### src/rtl/rom_port_sched.sv
// Arbitrates one registered-read ROM port between the ioctl download writer and
// CPU fetches, and stretches the game reset over a download plus a fixed tail.
module rom_port_sched #(
    parameter int AW       = 16,
    parameter int ROM_SIZE = 65536,
    parameter int RST_HOLD = 16
) (
    input  logic          clk_sys,
    input  logic          reset,
    input  logic          dn_download,
    input  logic          dn_wr,
    input  logic [AW-1:0] dn_addr,
    input  logic [7:0]    dn_data,
    input  logic          cpu_req,
    input  logic [AW-1:0] cpu_addr,
    output logic          cpu_ack,
    output logic [7:0]    cpu_data,
    output logic [AW-1:0] mem_addr,
    output logic [7:0]    mem_din,
    output logic          mem_we,
    output logic          mem_re,
    input  logic [7:0]    mem_dout,
    output logic          game_reset,
    output logic [AW:0]   dl_count,
    output logic          dl_overflow
);

    localparam int HW = $clog2(RST_HOLD + 1);

    typedef enum logic [1:0] {IDLE, WRITE, READ, RWAIT} state_t;

    state_t        state_q, state_d;

    logic          buf_valid_q, buf_valid_d;
    logic [AW-1:0] buf_addr_q, buf_addr_d;
    logic [7:0]    buf_data_q, buf_data_d;
    logic [AW:0]   dl_count_q, dl_count_d;
    logic          dl_overflow_q, dl_overflow_d;
    logic          dn_download_q;
    logic [HW-1:0] hold_q, hold_d;

    logic [AW-1:0] mem_addr_q, mem_addr_d;
    logic [7:0]    mem_din_q, mem_din_d;
    logic          mem_we_q, mem_we_d;
    logic          mem_re_q, mem_re_d;
    logic          cpu_ack_q, cpu_ack_d;
    logic [7:0]    cpu_data_q, cpu_data_d;

    logic          in_range;
    logic          drain;
    logic [AW:0]   count_base;

    assign in_range = (64'(dn_addr) < 64'(ROM_SIZE));
    assign drain    = (state_q == WRITE);

    // FSM: state register
    always_ff @(posedge clk_sys or posedge reset) begin
        if (reset) begin
            state_q <= IDLE;
        end else begin
            state_q <= state_d;
        end
    end

    // FSM: next state; a pending buffered write always wins over a fetch
    always_comb begin
        state_d = state_q;
        case (state_q)
            IDLE: begin
                if (buf_valid_q) begin
                    state_d = WRITE;
                end else if (cpu_req && !dn_download) begin
                    state_d = READ;
                end
            end
            WRITE:   state_d = IDLE;
            READ:    state_d = RWAIT;
            RWAIT:   state_d = IDLE;
            default: state_d = IDLE;
        endcase
    end

    // FSM: port outputs are registered, so they are decoded from the next state
    always_comb begin
        mem_we_d   = (state_d == WRITE);
        mem_re_d   = (state_d == READ);
        mem_addr_d = mem_addr_q;
        mem_din_d  = mem_din_q;
        if (state_d == WRITE) begin
            mem_addr_d = buf_addr_q;
            mem_din_d  = buf_data_q;
        end else if (state_d == READ) begin
            mem_addr_d = cpu_addr;
        end
        cpu_ack_d  = (state_q == RWAIT);
        cpu_data_d = (state_q == RWAIT) ? mem_dout : cpu_data_q;
    end

    // Write buffer, download byte counter and reset tail counter
    always_comb begin
        buf_valid_d   = buf_valid_q && !drain;
        buf_addr_d    = buf_addr_q;
        buf_data_d    = buf_data_q;
        dl_overflow_d = dl_overflow_q;
        count_base    = (dn_download && !dn_download_q) ? '0 : dl_count_q;
        dl_count_d    = count_base;
        if (dn_wr && in_range) begin
            if (!buf_valid_q || drain) begin
                buf_valid_d = 1'b1;
                buf_addr_d  = dn_addr;
                buf_data_d  = dn_data;
                if (!count_base[AW]) begin
                    dl_count_d = count_base + 1'b1;
                end
            end else begin
                dl_overflow_d = 1'b1;
            end
        end
        hold_d = hold_q;
        if (dn_download) begin
            hold_d = HW'(RST_HOLD);
        end else if (hold_q != '0) begin
            hold_d = hold_q - 1'b1;
        end
    end

    always_ff @(posedge clk_sys or posedge reset) begin
        if (reset) begin
            buf_valid_q   <= 1'b0;
            buf_addr_q    <= '0;
            buf_data_q    <= '0;
            dl_count_q    <= '0;
            dl_overflow_q <= 1'b0;
            dn_download_q <= 1'b0;
            hold_q        <= HW'(RST_HOLD);
            mem_addr_q    <= '0;
            mem_din_q     <= '0;
            mem_we_q      <= 1'b0;
            mem_re_q      <= 1'b0;
            cpu_ack_q     <= 1'b0;
            cpu_data_q    <= '0;
        end else begin
            buf_valid_q   <= buf_valid_d;
            buf_addr_q    <= buf_addr_d;
            buf_data_q    <= buf_data_d;
            dl_count_q    <= dl_count_d;
            dl_overflow_q <= dl_overflow_d;
            dn_download_q <= dn_download;
            hold_q        <= hold_d;
            mem_addr_q    <= mem_addr_d;
            mem_din_q     <= mem_din_d;
            mem_we_q      <= mem_we_d;
            mem_re_q      <= mem_re_d;
            cpu_ack_q     <= cpu_ack_d;
            cpu_data_q    <= cpu_data_d;
        end
    end

    assign mem_addr    = mem_addr_q;
    assign mem_din     = mem_din_q;
    assign mem_we      = mem_we_q;
    assign mem_re      = mem_re_q;
    assign cpu_ack     = cpu_ack_q;
    assign cpu_data    = cpu_data_q;
    assign dl_count    = dl_count_q;
    assign dl_overflow = dl_overflow_q;
    assign game_reset  = dn_download || (hold_q != '0);

endmodule

### config.mk
export PLATFORM = sky130hd
export DESIGN_NAME = rom_port_sched
export DESIGN_NICKNAME = d
export VERILOG_FILES = /design/src/rtl/rom_port_sched.sv
export SDC_FILE = /design/constraint.sdc
export NUM_CORES = 1
export LEC_CHECK = 0
export CORE_ASPECT_RATIO = 0.6
export CORE_MARGIN = 1.5
export CORE_UTILIZATION = 47
export CTS_CLUSTER_SIZE = 20
export DETAILED_ROUTE_END_ITERATION = 7
export GPL_ROUTABILITY_DRIVEN = 1
export PLACE_DENSITY = 0.77
export SYNTH_ARGS = -nofsm -noshare
export SYNTH_HDL_FRONTEND = slang
export SYNTH_SLANG_ARGS = --single-unit
### constraint.sdc
create_clock -name clk_sys -period 3 [get_ports clk_sys]
set_clock_uncertainty 0.05 [all_clocks]
set_input_delay 0.3 -clock clk_sys [delete_from_list [all_inputs] [get_ports clk_sys]]
set_output_delay 0.3 -clock clk_sys [all_outputs]
set_load 0.01 [all_outputs]
==> report_table.html <==
<table>
<tr><th>Metric</th><th>Value</th></tr>
<tr><th colspan="2">Status</th></tr>
<tr><td>Result of the run</td><td>completed</td></tr>
<tr><th colspan="2">Synthesis</th></tr>
<tr><td>Synth async-reset ratio</td><td>1.00</td></tr>
<tr><td>Library cells used by synthesis</td><td>40</td></tr>
<tr><td>Part of the Yosys area used for sequential elements</td><td>0.579</td></tr>
<tr><td>Portion of synthesized cell area occupied by the leading cell type</td><td>0.572</td></tr>
<tr><td>Flip-flop and latch count after synthesis</td><td>between 80 and 90</td></tr>
<tr><td>Synth Area per Inst</td><td>12.1 um2</td></tr>
<tr><td>Yosys warns</td><td>0</td></tr>
<tr><td>Top cell types by occurrence after synthesis</td><td>sky130_fd_sc_hd__dfrtp_1, sky130_fd_sc_hd__mux2_2, sky130_fd_sc_hd__nand2_1, sky130_fd_sc_hd__mux2i_1, sky130_fd_sc_hd__o21ai_0</td></tr>
<tr><td>Net count after synthesis</td><td>between 300 and 400</td></tr>
<tr><td>Compound-Gate Fraction of Synth Area</td><td>0.0861</td></tr>
<tr><td>Cell type contributing the most total cell area after synthesis</td><td>sky130_fd_sc_hd__dfrtp_1</td></tr>
<tr><td>Combinational family with the most area after synthesis</td><td>multiplexers</td></tr>
<tr><td>Synth Area in Simple Gates</td><td>0.113</td></tr>
<tr><td>Number of enable flip-flop cells after synthesis</td><td>0</td></tr>
<tr><td>Adder-cell share of the synthesized area</td><td>0.0168</td></tr>
<tr><td>Number of instances in the synthesized netlist</td><td>around 310</td></tr>
<tr><td>Commonest register cell after synthesis</td><td>sky130_fd_sc_hd__dfrtp_1</td></tr>
<tr><td>Fraction of synthesized cell area in xor and xnor cells</td><td>0.00942</td></tr>
<tr><td>Most repeated cell in the gate-level netlist after synthesis</td><td>sky130_fd_sc_hd__dfrtp_1</td></tr>
<tr><td>Area contributors post-synth</td><td>sky130_fd_sc_hd__dfrtp_1, sky130_fd_sc_hd__mux2_2, sky130_fd_sc_hd__mux2i_1</td></tr>
<tr><td>Cell area after synthesis</td><td>~3700 um2</td></tr>
<tr><td>Fraction of synthesized area in multiplexers</td><td>0.170</td></tr>
<tr><th colspan="2">Job</th></tr>
<tr><td>Max-cap violation count</td><td>0</td></tr>
<tr><th colspan="2">Timing</th></tr>
<tr><td>Final total negative setup slack</td><td>0 ns</td></tr>
<tr><td>Pins Over Slew Limit</td><td>0</td></tr>
<tr><td>Post-route fraction of the period consumed by the critical path</td><td>0.826</td></tr>
<tr><td># setup viols final</td><td>0</td></tr>
<tr><td>Worst slew slack as a fraction of its limit</td><td>0.481</td></tr>
<tr><td>Fmax</td><td>roughly 400 MHz</td></tr>
<tr><td>Transition time at the pin with the least slew margin</td><td>0.776 ns</td></tr>
<tr><td>Hold Vio Cnt, Final</td><td>0</td></tr>
<tr><td>Final worst path period need</td><td>2.48 ns</td></tr>
<tr><td>RSZ-0062 raised after global routing</td><td>false</td></tr>
<tr><th colspan="2">Clock tree</th></tr>
<tr><td># hold bufs at CTS</td><td>0</td></tr>
<tr><td>Clock slew at the register clock pins of the worst setup and hold paths</td><td>0.06 ns</td></tr>
<tr><td>Post-CTS Repair Setup Buffers</td><td>0</td></tr>
<tr><td>CTS buffer count</td><td>9</td></tr>
<tr><td>Post-cts repair resize count</td><td>0</td></tr>
<tr><td>Clock tree buffer depth</td><td>2</td></tr>
<tr><td>CTS tree</td><td>done</td></tr>
<tr><td>CTS sink count</td><td>between 80 and 90</td></tr>
<tr><td>Worst-Skew Late Latency</td><td>around 0.33 ns</td></tr>
<tr><td>CTS H-tree lvls</td><td>3</td></tr>
<tr><td>Root Buffer</td><td>sky130_fd_sc_hd__clkbuf_16</td></tr>
<tr><th colspan="2">Global routing</th></tr>
<tr><td>Maximum number of pins on one net before global-route repair</td><td>41</td></tr>
<tr><td>Met2 Usage GRT</td><td>0.325</td></tr>
<tr><td>Global-route usage over all layers</td><td>0.217</td></tr>
<tr><td>Number of antenna violations at the first check in global routing</td><td>0</td></tr>
<tr><td>GR met1 Demand/Resource</td><td>0.301</td></tr>
<tr><td>First-pass GRT wire length</td><td>14200 um</td></tr>
<tr><td>Most crowded layer after global routing</td><td>met2</td></tr>
<tr><td>Met3 track demand over resource</td><td>0.0755</td></tr>
<tr><td>Remaining Overflow, GRT</td><td>0</td></tr>
<tr><td>Number of global-route vias before repair</td><td>2780</td></tr>
<tr><th colspan="2">Power</th></tr>
<tr><td>Maximum VDD drop</td><td>0.440 mV</td></tr>
<tr><td>Design internal power</td><td>roughly 3.4 mW</td></tr>
<tr><td>Reported leakage power</td><td>2.20 nW</td></tr>
<tr><td>Share of power burned in the clock network</td><td>0.231</td></tr>
<tr><td>Tot Pwr</td><td>4.99 mW</td></tr>
<tr><td>Areal power density over the cells</td><td>roughly 950 nW/um2</td></tr>
<tr><td>Seq pwr share</td><td>0.384</td></tr>
<tr><td>Net switching share of the total power</td><td>0.313</td></tr>
<tr><td>Sw Pwr</td><td>around 1.6 mW</td></tr>
<tr><td>Part of the power in combinational logic</td><td>0.385</td></tr>
<tr><th colspan="2">Routing</th></tr>
<tr><td>Remaining DRCs</td><td>0</td></tr>
<tr><td>Iteration-0 DRC Markers</td><td>roughly 240</td></tr>
<tr><td>Wire length per cell</td><td>about 16 um</td></tr>
<tr><td>Number of iterations in the first detailed-routing pass</td><td>4</td></tr>
<tr><td>Detail-routed via count per cell</td><td>5.30</td></tr>
<tr><td>Number of nets with antenna violations after routing</td><td>0</td></tr>
<tr><td>Total via count in the routed design</td><td>2790</td></tr>
<tr><td>Total wire length after detailed routing</td><td>8550 um</td></tr>
<tr><th colspan="2">Floorplanning</th></tr>
<tr><td>Floorplan die area</td><td>8470 um2</td></tr>
<tr><td>Starting density of the core</td><td>0.499</td></tr>
<tr><td>Core area</td><td>roughly 7400 um2</td></tr>
<tr><td>DIE WIDTH</td><td>118 um</td></tr>
<tr><td>Height of the die</td><td>approximately 72 um</td></tr>
<tr><td>I/O pin count</td><td>between 100 and 150</td></tr>
<tr><td>Cell Rows</td><td>24</td></tr>
<tr><th colspan="2">Final layout</th></tr>
<tr><td>Area occupied by multi-input gates</td><td>roughly 1500 um2</td></tr>
<tr><td>Count of filler cells inserted in the layout</td><td>587</td></tr>
<tr><td>Count of inserted antenna diode cells</td><td>0</td></tr>
<tr><td>Area growth from synthesis to final layout</td><td>40.9%</td></tr>
<tr><td>Combined flip-flop and latch cell area</td><td>2150 um2</td></tr>
<tr><td>Share of final-layout standard cells stronger than drive strength 1</td><td>0.168</td></tr>
<tr><td>Number of nets in the layout</td><td>475</td></tr>
<tr><th colspan="2">Worst setup path</th></tr>
<tr><td>Origin of the worst setup path</td><td>hold_q[0]</td></tr>
<tr><td>Data required time at the worst endpoint</td><td>2.65 ns</td></tr>
<tr><td>Kind of launch point of the worst setup path</td><td>flip-flop</td></tr>
<tr><td>Data arrival time at the worst-slack endpoint</td><td>about 2.1 ns</td></tr>
<tr><td>Slowest CP cell</td><td>sky130_fd_sc_hd__nor4b_2</td></tr>
<tr><td>Top fanout value on the critical path</td><td>6</td></tr>
<tr><td>Launching point of the worst reg2reg path</td><td>dn_download_q</td></tr>
<tr><td>Delay of the slowest critical-path stage</td><td>0.51 ns</td></tr>
<tr><td>Worst Path Class, Setup</td><td>reg2out</td></tr>
<tr><td>Type of destination of the critical path</td><td>primary output</td></tr>
<tr><td>Worst path cell trace</td><td>inv_1 -&gt; ha_1 -&gt; nor4b_2 -&gt; nand2b_1 -&gt; clkdlybuf4s50_1</td></tr>
<tr><th colspan="2">Place</th></tr>
<tr><td>PortBufs</td><td>about 110</td></tr>
<tr><td>Post-DP HPWL</td><td>6190 um</td></tr>
<tr><td>Final weighted congestion of routability-driven global placement</td><td>0.830</td></tr>
<tr><th colspan="2">Worst hold path</th></tr>
<tr><td>Class of the worst hold path</td><td>in2async</td></tr>
</table>
==> stage by stage <==
step | setup slack, ns | util | cells | hold WS (ns) | instance area [um2]
3_3_place_gp | 0.683 | 0.662 | 510 | 0.418 | 4930
3_5_place_dp | 0.618 | 0.662 | 510 | 0.422 | 4930
6_report | 0.522 | 0.704 | 526 | 0.329 | 5240
4_1_cts | 0.495 | 0.704 | 526 | 0.351 | 5240
2_1_floorplan | 0.430 | - | 307 | 0.281 | 3720
5_1_grt | 0.248 | 0.704 | 526 | 0.397 | 5240
==> critical path: cells and delay by family (launching register included) <==
kind / cells / cell delay, ns
AND/OR/NAND/NOR: 2 / 0.62
buffers and inverters: 2 / 0.61
flip-flops: 1 / 0.37
adder cells (fa/ha/maj): 1 / 0.19
==> layout make-up <==
cell class	instances	share of cell area
clock buffer	9	0.0430
multi-input combinational	198	0.282
tap	104	0.0248
inverter	8	0.00597
clock inverter	7	0.0169
sequential	86	0.411
timing repair buffer	114	0.216
==> kinds of logic after synthesis <==
logic type                 Yosys count
DFF                                 86
and+or+nand+nor                     80
muxes                               58
AOI/OAI and AO/OA                   51
buffers and inverters               23
adders and majority gates            5
xor gates and xnor gates             4
==> routing by layer <==
layer	share of wire	routed length, um
met1	0.47	4000
met2	0.45	3890
met3	0.066	566
met4	0.012	99
met5	0	0
==> placed cells by master, fill, tap and decap left out, types with 4 or more instances in the layout <==
| cell | count |
|---|---|
| sky130_fd_sc_hd__or4_1 | 7 |
| sky130_fd_sc_hd__o21ai_0 | 17 |
| sky130_fd_sc_hd__inv_1 | 7 |
| sky130_fd_sc_hd__clkinv_2 | 5 |
| sky130_fd_sc_hd__a21oi_1 | 11 |
| sky130_fd_sc_hd__nor2_1 | 10 |
| sky130_fd_sc_hd__mux2_2 | 40 |
| sky130_fd_sc_hd__mux2i_1 | 18 |
| sky130_fd_sc_hd__nand4_1 | 5 |
| sky130_fd_sc_hd__buf_4 | 7 |
| sky130_fd_sc_hd__ha_1 | 5 |
| sky130_fd_sc_hd__clkdlybuf4s50_1 | 106 |
| sky130_fd_sc_hd__nand3_1 | 4 |
| sky130_fd_sc_hd__o31ai_1 | 8 |
| sky130_fd_sc_hd__clkbuf_16 | 9 |
| sky130_fd_sc_hd__nand2_1 | 31 |
| sky130_fd_sc_hd__xnor2_1 | 4 |
| sky130_fd_sc_hd__dfrtp_1 | 85 |
| sky130_fd_sc_hd__and2_1 | 4 |
==> state kept, by name (all words and copies together), names as in the netlist <==
| signal | count |
|---|---|
| buf_addr_q | 16 |
| buf_data_q | 8 |
| buf_valid_q | 1 |
| cpu_ack | 1 |
| cpu_data | 8 |
| dl_count | 17 |
| dl_overflow | 1 |
| dn_download_q | 1 |
| hold_q | 5 |
| mem_addr | 16 |
| mem_din | 8 |
| mem_re | 1 |
| mem_we | 1 |
| state_q | 2 |
==> final timing paths <==
path | slack [ns] | cells past startpoint | to
worst max-delay path | 0.52 | 5 | game_reset
worst min-delay path | 0.33 | 2 | cpu_data[1]
worst max register to register | 0.98 | 7 | dl_count[8]
worst min register to register | 0.44 | 2 | mem_addr[4]
max in group asynchronous | 1.94 | 3 | mem_addr[4]
min in group clk_sys | 0.44 | 2 | mem_addr[4]
==> power by group through the flow <==
stage	Sequential, mW	Combinational [mW]	Clock [mW]
finish	1.92	1.92	1.15
global route	1.98	2.10	1.23
CTS	1.92	1.95	1.19
detailed placement	1.93	1.94	0
global placement	1.91	1.86	0
floorplan	1.98	1.03	0
(Power assumes the default switching activity.)
